[src/rtl/jtmikie_dwnld_conv.sv]
// ROM download converter: classifies loader writes into CPU/SCR/OBJ/PROM regions,
// reformats scroll data and object addresses, and tracks byte count and checksum.
module jtmikie_dwnld_conv #(
  parameter logic [21:0] SCR_START  = 22'h0C000,
  parameter logic [21:0] OBJ_START  = 22'h10000,
  parameter logic [24:0] PROM_START = 25'h20000
) (
  input  logic        clk,
  input  logic        rst_n,
  input  logic        downloading,
  input  logic [24:0] ioctl_addr,
  input  logic [7:0]  ioctl_dout,
  input  logic        ioctl_wr,
  output logic [24:0] dwn_addr,
  output logic [7:0]  dwn_dout,
  output logic        dwn_wr,
  output logic [1:0]  region,
  output logic [24:0] byte_cnt,
  output logic [15:0] csum,
  output logic        done
);

  localparam logic [1:0] ST_IDLE = 2'd0;
  localparam logic [1:0] ST_LOAD = 2'd1;
  localparam logic [1:0] ST_DONE = 2'd2;

  localparam logic [1:0] RG_CPU  = 2'd0;
  localparam logic [1:0] RG_SCR  = 2'd1;
  localparam logic [1:0] RG_OBJ  = 2'd2;
  localparam logic [1:0] RG_PROM = 2'd3;

  logic [1:0]  r_state;
  logic [24:0] r_dwn_addr;
  logic [7:0]  r_dwn_dout;
  logic        r_dwn_wr;
  logic [1:0]  r_region;
  logic [24:0] r_byte_cnt;
  logic [15:0] r_csum;

  logic        w_accept;
  logic        w_start;
  logic        w_is_scr;
  logic        w_is_obj;
  logic        w_is_prom;
  logic [1:0]  w_region;
  logic [24:0] w_obj_addr;
  logic [24:0] w_addr;
  logic [7:0]  w_data;

  // A write is taken during a download, including the very cycle it starts.
  assign w_accept  = ioctl_wr && ((r_state == ST_LOAD) || downloading);
  assign w_start   = (r_state == ST_IDLE) && downloading;

  assign w_is_scr  = (ioctl_addr[21:0] >= SCR_START) && (ioctl_addr[21:0] < OBJ_START);
  assign w_is_obj  = (ioctl_addr[21:0] >= OBJ_START) && (ioctl_addr < PROM_START);
  assign w_is_prom = (ioctl_addr >= PROM_START);

  // Object ROM bytes are shuffled so the sprite engine can fetch them linearly.
  always_comb begin
    w_obj_addr      = ioctl_addr;
    w_obj_addr[15]  = ioctl_addr[0];
    w_obj_addr[14]  = ioctl_addr[15];
    w_obj_addr[0]   = ~ioctl_addr[14];
    w_obj_addr[2:1] = ioctl_addr[5:4] + 2'd1;
    w_obj_addr[6:3] = {ioctl_addr[6], ioctl_addr[3:1]};
  end

  always_comb begin
    w_region = RG_CPU;
    w_addr   = ioctl_addr;
    w_data   = ioctl_dout;
    if (w_is_scr) begin
      w_region = RG_SCR;
      w_data   = {ioctl_dout[3:0], ioctl_dout[7:4]};
    end else if (w_is_obj) begin
      w_region = RG_OBJ;
      w_addr   = w_obj_addr;
    end else if (w_is_prom) begin
      w_region = RG_PROM;
    end
  end

  always_ff @(posedge clk or negedge rst_n) begin
    if (!rst_n) begin
      r_state <= ST_IDLE;
    end else begin
      case (r_state)
        ST_IDLE: if (downloading) r_state <= ST_LOAD;
        ST_LOAD: if (!downloading) r_state <= ST_DONE;
        ST_DONE: r_state <= ST_IDLE;
        default: r_state <= ST_IDLE;
      endcase
    end
  end

  always_ff @(posedge clk or negedge rst_n) begin
    if (!rst_n) begin
      r_dwn_addr <= '0;
      r_dwn_dout <= '0;
      r_dwn_wr   <= 1'b0;
      r_region   <= RG_CPU;
    end else begin
      r_dwn_wr <= w_accept;
      if (w_accept) begin
        r_dwn_addr <= w_addr;
        r_dwn_dout <= w_data;
        r_region   <= w_region;
      end
    end
  end

  // A write landing on the start edge is counted after the clear.
  always_ff @(posedge clk or negedge rst_n) begin
    if (!rst_n) begin
      r_byte_cnt <= '0;
      r_csum     <= '0;
    end else if (w_start) begin
      r_byte_cnt <= w_accept ? 25'd1 : 25'd0;
      r_csum     <= w_accept ? {8'd0, ioctl_dout} : 16'd0;
    end else if (w_accept) begin
      if (r_byte_cnt != '1) r_byte_cnt <= r_byte_cnt + 25'd1;
      r_csum <= r_csum + {8'd0, ioctl_dout};
    end
  end

  assign dwn_addr = r_dwn_addr;
  assign dwn_dout = r_dwn_dout;
  assign dwn_wr   = r_dwn_wr;
  assign region   = r_region;
  assign byte_cnt = r_byte_cnt;
  assign csum     = r_csum;
  assign done     = (r_state == ST_DONE);

endmodule

[config.mk]
export PLATFORM = sky130hd
export DESIGN_NAME = jtmikie_dwnld_conv
export DESIGN_NICKNAME = d
export VERILOG_FILES = /design/src/rtl/jtmikie_dwnld_conv.sv
export SDC_FILE = /design/constraint.sdc
export NUM_CORES = 1
export LEC_CHECK = 0
export BUFFER_PORTS_ARGS = -buffer_cell sky130_fd_sc_hd__buf_2
export CAP_MARGIN = 0
export CORE_MARGIN = 1
export CORE_UTILIZATION = 56
export CTS_BUF_LIST = sky130_fd_sc_hd__clkbuf_16
export CTS_CLUSTER_SIZE = 30
export DETAILED_ROUTE_END_ITERATION = 12
export PLACE_DENSITY_LB_ADDON = 0.1
export SLEW_MARGIN = 20
export SYNTH_ARGS = -nofsm -noshare
export SYNTH_HDL_FRONTEND = slang
export SYNTH_SLANG_ARGS = --single-unit
export TNS_END_PERCENT = 10
[constraint.sdc]
create_clock -name clk -period 3.7 [get_ports clk]
set_clock_uncertainty 0.2 [all_clocks]
set_input_delay 0.185 -clock clk [delete_from_list [all_inputs] [get_ports clk]]
set_output_delay 0.185 -clock clk [all_outputs]
set_load 0.02 [all_outputs]
==> reports/metrics.csv, run 1 <==
metric,value,unit
status,completed,
route.detailed.drc,0,
initial_core_util,59.0,%
critPathLaunch,ioctl_addr[17],
fin_util,78.3,%
vdd_drop_max,0.000273,V
setup_tns,0,ns
cp_data_arrival_time,3.09,ns
globalRouteOverflowTotal,0,
critical_path.slowest_cell,or4_1,
yosys-top-cells-area,"dfrtp_1 48%, nand2_1 8.5%, o21ai_0 5.4%",
r2r_start,csum[0],
syn_to_final_growth,32.8,%
cp_slowest_stage_delay,0.60,ns
grt_max_degree,80,
port_buffers,114,
row_count,30,
path_depth,8,
die_y,87.5,microns
min_from,ioctl_dout[0],
drt_iter0_markers,177,
io_pins,115,
clk_path_buf_depth,2,
wl,10800,microns
holdPathEnd,csum[0],
ys_warn_count,0,
critPathMaxFanout,9,
synth_nets,484,
diodes,0,
netlist.area_leader.share,48.3,%
clock_latency,0.33,ns
yosysTopAreaCell,dfrtp_1,
finalCritPeriodShare,84.0,%
r2r_slack,1.11,ns
drt-wirelength-per-cell,15.7,microns
holdCritPathClass,input pin to flop,
power_density,498,mW/mm^2
register_area,0.00198,sq mm
max_freq,322,MHz
hpwl,6720,microns
synth_edf_count,0,
grt_pass1_vias,3718,
setup_viol,0,
synth_commonest_cells,"93 x nand2_1, 79 x dfrtp_1, 44 x o21ai_0",
cp-end-kind,flop,
drt-pass1-iter-count,5,
multiInputGateArea,0.00203,sq mm
path_common_cell,dlygate4sd3_1,
die_area,0.00766,sq mm
cp_cell_sequence,"dlygate4sd3_1, buf_2, or4_1, or3_1, nor2_4, mux2i_1, dlygate4sd3_1, o21ai_0",
tightest_slew,0.723,ns
htreeDepth,3,
antenna_found_initial,0,
synthArstFlopShare,100,%
critPathLaunchType,input pin,
syn_area_per_cell,9.39,sq um
drive_above_1_share,24.9,%
synthMostInstantiatedCell,nand2_1,
cp_num_buf_inv,3,
cts_buffers,9,
grt_pass1_wl,17500,microns
crit_family,simple AND/OR/NAND/NOR gates,
finalHoldViolations,0,
die_width,87.5,microns
fin_nets,630,
p_leak,2.59,nW
setup.worst_path.class,input pin to flop,
synth_seq_cells,79,
viasPerCell,5.65,
clk_pin_slew,0.06,ns
ys_seq_area_share,48.3,%
cts_tree,yes,
globalRouteTotalUtil,29.7,%
post-route-min-period,3.11,ns
ys_types,51,
reg2reg_to,csum[12],
r2r_cells,7,
required,3.68,ns
final_antenna_net_count,0,
rsz0062_at_grt,no,
ys.flop_type,dfrtp_1,
clock_sinks,79,
maxSlewViolCount,0,
syn-instance-count,436,
slew_headroom,51.5,%
place.gp.congestion,0.929,
via_count,3857,
max-cap-violations,0,
cts_root_buf,clkbuf_16,
hold_depth,3,
synth.cell_area,0.00409,sq mm
fill_cells,473,
fp.coreArea,0.00694,sq mm
==> metrics by stage <==
| step | cell area [sq um] | std cells | setup slack [ns] | power, mW | hold WS, ns |
|---|---|---|---|---|---|
| 3_5_place_dp | 4770 | 634 | 1.17 | 1.72 | 0.184 |
| 2_1_floorplan | 4090 | 436 | 1.28 | 1.48 | -0.311 |
| 5_1_grt | 5440 | 683 | 0.499 | 2.84 | 0.0233 |
| 3_3_place_gp | 4770 | 634 | 1.25 | 1.69 | 0.175 |
| 6_report | 5440 | 683 | 0.592 | 2.70 | 0.0148 |
| 4_1_cts | 5410 | 682 | 0.655 | 2.70 | 0.0105 |
==> layout make-up <==
type                            count  area share [%]
Clock inverter                      7            1.77
Tap cell                           96            2.21
Inverter                            7           0.483
Multi-Input combinational cell    333            37.4
Clock buffer                        9            4.14
Sequential cell                    79            36.4
Timing Repair Buffer              152            17.6
==> state kept, by name, indices dropped and copies added (netlist names) <==
| signal | flops |
|---|---|
| byte_cnt | 25 |
| csum | 16 |
| region | 2 |
| r_state | 2 |
| dwn_addr | 25 |
| dwn_wr | 1 |
| dwn_dout | 8 |
==> layout by cell type (no fill, tap or decap), types with 3 or more instances in the layout <==
cell,Yosys,layout
a31oi_1,3,3
and3_1,3,3
o31ai_1,5,5
or3_1,14,14
buf_2,2,113
buf_4,0,6
nor2_1,18,18
a21oi_1,25,25
nand3_1,11,11
nand2_1,93,93
o21ai_0,44,44
a211oi_1,3,3
mux2i_1,20,20
o21a_1,3,3
o211ai_1,3,3
a32oi_1,4,4
xor2_1,6,6
and4_1,3,3
or4_1,10,10
nor3_1,4,4
nor2b_1,4,4
xnor2_1,7,7
dlygate4sd3_1,0,32
dfrtp_1,79,79
inv_1,7,7
nand4_1,8,8
ha_1,10,10
a211o_1,3,3
clkbuf_16,0,9
a21o_1,3,3
==> worst min-delay path, cell delays in order <==
cell	delay [ns]
buf_2	0.12
mux2i_1	0.07
o21ai_0	0.13
==> metal layers <==
layer	up-vias	share of wire (%)	global-route usage (%)
met3	21	5.9	6.64
li1	1862	-	-
met1	1844	44	38.5
met4	0	2.2	12.5
met2	130	48	48.4
met5	-	0	0
==> where the power goes <==
group | internal [mW] | switching (mW)
registers | 0.962 | 0.0780
clock network | 0.592 | 0.362
logic | 0.267 | 0.443
total | 1.82 | 0.884
==> kinds of logic after synthesis <==
group / Yosys count / share of synthesized area, %
AO/OA/AOI/OAI: 105 / 15.4
buffers and inverters: 24 / 2.51
flip-flops: 79 / 48.3
adder cells (fa/ha/maj): 11 / 3.55
XOR/XNOR: 13 / 2.78
multiplexers: 20 / 4.89
AND/OR/NAND/NOR: 184 / 22.6
==> worst max path at each step <==
stage	end	slack [ns]
final	dwn_addr[3]	0.59
after global routing	dwn_addr[3]	0.50
after CTS	dwn_addr[3]	0.65
after detailed placement	csum[12]	1.17
after global placement	csum[10]	1.25
after floorplan	csum[15]	1.28
==> repair_timing <==
action                    CTS  global route
hold buffers               32             0
gates resized for setup     0             0
buffers inserted            0             0
hold endpoints to repair  108             0
Note: power is estimated with default switching activity, not from simulation.
==> run 2: changes to the inputs <==
--- a/config.mk
+++ b/config.mk
@@ -5,10 +5,11 @@
 export SDC_FILE = /design/constraint.sdc
 export NUM_CORES = 1
 export LEC_CHECK = 0
+export ABC_AREA = 1
 export BUFFER_PORTS_ARGS = -buffer_cell sky130_fd_sc_hd__buf_2
 export CAP_MARGIN = 0
 export CORE_MARGIN = 1
-export CORE_UTILIZATION = 56
+export CORE_UTILIZATION = 54
 export CTS_BUF_LIST = sky130_fd_sc_hd__clkbuf_16
 export CTS_CLUSTER_SIZE = 30
 export DETAILED_ROUTE_END_ITERATION = 12
==> constraint.sdc (replaced) <==
create_clock -name clk -period 3.2 [get_ports clk]
set_clock_uncertainty 0.2 [all_clocks]
set_input_delay 0.16 -clock clk [delete_from_list [all_inputs] [get_ports clk]]
set_output_delay 0.16 -clock clk [all_outputs]
set_load 0.02 [all_outputs]
==> run 2 against run 1 <==
Cell count rose by 30%. Design area rose by 6.5%. Via count rose by 21%. Highest routed layer unchanged. Hold slack barely moved. Core utilization fell by 7.4 points. Largest power group unchanged. Critical path depth rose by 1. Critical endpoint unchanged. Clock power rose by 8%. Die area rose by 14%. Flip-flop and latch count did not move. Largest cell class unchanged.
==> reports/metrics.csv, run 2 <==
metric,value,unit,change
critical_path.slowest_cell,dlygate4sd3_1,,
holdCritPathClass,input pin to flop,,
yosys-top-cells-area,"dfrtp_1 44%, nand2_1 18%, nor2_1 6.4%",,
power_density,643,mW/mm^2,+29%
fin_nets,827,,+31%
port_buffers,114,,unchanged
syn_to_final_growth,28.1,%,
grt_pass1_vias,4436,,+19%
ys_warn_count,0,,unchanged
fp.coreArea,0.00818,sq mm,+18%
diodes,0,,unchanged
initial_core_util,55.3,%,-3.6 points
critPathLaunchType,input pin,,
via_count,4674,,+21%
route.detailed.drc,0,,unchanged
finalCritPeriodShare,82.1,%,
cts_root_buf,clkbuf_16,,
clock_sinks,79,,unchanged
synth_edf_count,0,,unchanged
drive_above_1_share,18.1,%,-6.8 points
place.gp.congestion,0.906,,-2.5%
die_area,0.00874,sq mm,+14%
die_y,93.5,microns,+6.9%
maxSlewViolCount,0,,unchanged
tightest_slew,0.713,ns,-0.0102 ns
register_area,0.00198,sq mm,unchanged
setup_tns,0,ns,unchanged
grt_pass1_wl,20100,microns,+15%
p_leak,2.96,nW,+14%
multiInputGateArea,0.00222,sq mm,+9.4%
drt-wirelength-per-cell,13.8,microns,-13%
io_pins,115,,unchanged
grt_max_degree,80,,unchanged
r2r_cells,9,,+2
synthMostInstantiatedCell,nand2_1,,
crit_family,buffers and inverters,,
ys.flop_type,dfrtp_1,,
hold_depth,5,,+2
cts_tree,yes,,
clk_path_buf_depth,2,,unchanged
synth_nets,683,,+41%
htreeDepth,3,,unchanged
setup.worst_path.class,input pin to flop,,
cp_cell_sequence,"dlygate4sd3_1, buf_2, inv_1, nand4_1, nor2_1, nand2_1, a21oi_1, a21oi_1, dlygate4sd3_1",,
critPathMaxFanout,13,,+4
final_common_cell,nand2_1,,
hpwl,8300,microns,+24%
globalRouteOverflowTotal,0,,unchanged
wl,12200,microns,+14%
slew_headroom,52.5,%,+1.0 points
vdd_drop_max,0.000337,V,+23%
synth_commonest_cells,"218 x nand2_1, 79 x dfrtp_1, 77 x nor2_1",,
max_freq,381,MHz,
setup_viol,0,,unchanged
post-route-min-period,2.63,ns,
yosysTopAreaCell,dfrtp_1,,
drt-pass1-iter-count,5,,unchanged
synth.cell_area,0.00452,sq mm,+10%
syn_area_per_cell,7.12,sq um,-24%
fill_cells,675,,+43%
status,completed,,
cp_num_buf_inv,4,,+1
ys_seq_area_share,43.7,%,-4.6 points
fin_total_pwr,3.72,mW,+38%
ys_types,29,,-43%
drt_iter0_markers,201,,+14%
required,3.21,ns,-0.47 ns
row_count,33,,+10%
netlist.area_leader.share,43.7,%,-4.6 points
clk_pin_slew,0.07,ns,about the same
syn-instance-count,635,,+46%
mostFrequentLayoutCells,"218 x nand2_1, 113 x buf_2, 79 x dfrtp_1, 77 x nor2_1, 57 x inv_1",,
clock_latency,0.33,ns,about the same
whs,0.0148,ns,+0.0000445 ns
max-cap-violations,0,,unchanged
globalRouteTotalUtil,29.1,%,-0.60 points
path_depth,9,,+1
cp_data_arrival_time,2.64,ns,-0.45 ns
cts_buffers,9,,unchanged
rsz0062_at_grt,no,,
cp_slowest_stage_delay,0.56,ns,-0.04 ns
antenna_found_initial,0,,unchanged
finalHoldViolations,0,,unchanged
final_antenna_net_count,0,,unchanged
cts_resized,0,,unchanged
viasPerCell,5.26,,-6.9%
synth_seq_cells,79,,unchanged
cp-end-kind,flop,,
die_width,93.5,microns,+6.9%
synthArstFlopShare,100,%,unchanged
==> run 2: cells by family (layout without fill, tap and decap cells) <==
logic type               count (synthesis)  count (layout)  share of synthesized area (%)
adder cells (fa/ha/maj)                 11              11                           3.21
flip-flops                              79              79                           43.7
AND/OR/NAND/NOR                        364             364                           33.3
XOR/XNOR                                 6               6                           1.16
AO/OA/AOI/OAI                           98              98                           11.5
buffers and inverters                   77             226                           7.11
==> run 2: per-layer routing <==
layer	track usage (%)	share of wire [%]
met1	37.1	43
met2	49.4	48
met3	3.82	5.5
met4	12.8	2.9
met5	0	0
==> run 2: repair_timing <==
action,4_1_cts,5_1_grt
hold endpoints to repair,118,0
setup buffers,0,0
hold buffers,33,0
==> run 2: worst paths after layout <==
kind | from | endpoint | slack (ns)
min reg2reg | dwn_addr[14] | dwn_addr[14] | 0.28
max in group asynchronous | rst_n | byte_cnt[15] | 2.08
max reg2reg | r_state[1] | dwn_addr[3] | 0.69
min | ioctl_addr[5] | dwn_addr[5] | 0.01
max | ioctl_addr[19] | dwn_addr[3] | 0.57
min in group asynchronous | rst_n | dwn_addr[17] | 0.23
==> run 2: power by group <==
group / total (mW) / internal [mW] / switching [mW]
Sequential: 1.37 / 1.19 / 0.176
Clock: 1.03 / 0.606 / 0.428
Combinational: 1.32 / 0.448 / 0.877
==> run 2: cell type report <==
cell class	instances	share of cell area, %
Clock inverter	7	1.23
Clock buffer	9	3.89
Inverter	58	3.76
Sequential cell	79	34.1
Multi-Input combinational cell	479	38.4
Timing Repair Buffer	152	16.3
Tap cell	105	2.27
==> run 2: through the flow <==
step / instances / util [%] / worst slack (ns) / area (sq um)
after global placement: 840 / 63.1 / 0.915 / 5160
after global routing: 889 / 70.8 / 0.441 / 5790
after CTS: 889 / 70.8 / 0.718 / 5790
after detailed placement: 840 / 63.1 / 0.800 / 5160
after floorplan: 635 / - / 1.16 / 4520
final: 889 / 70.8 / 0.574 / 5790
==> run 2: tightest hold or removal path, delay by kind of cell <==
family                 cells  cell delay (ns)
and+or+nand+nor            1             0.06
buffers and inverters      2             0.15
AOI/OAI and AO/OA          2             0.13
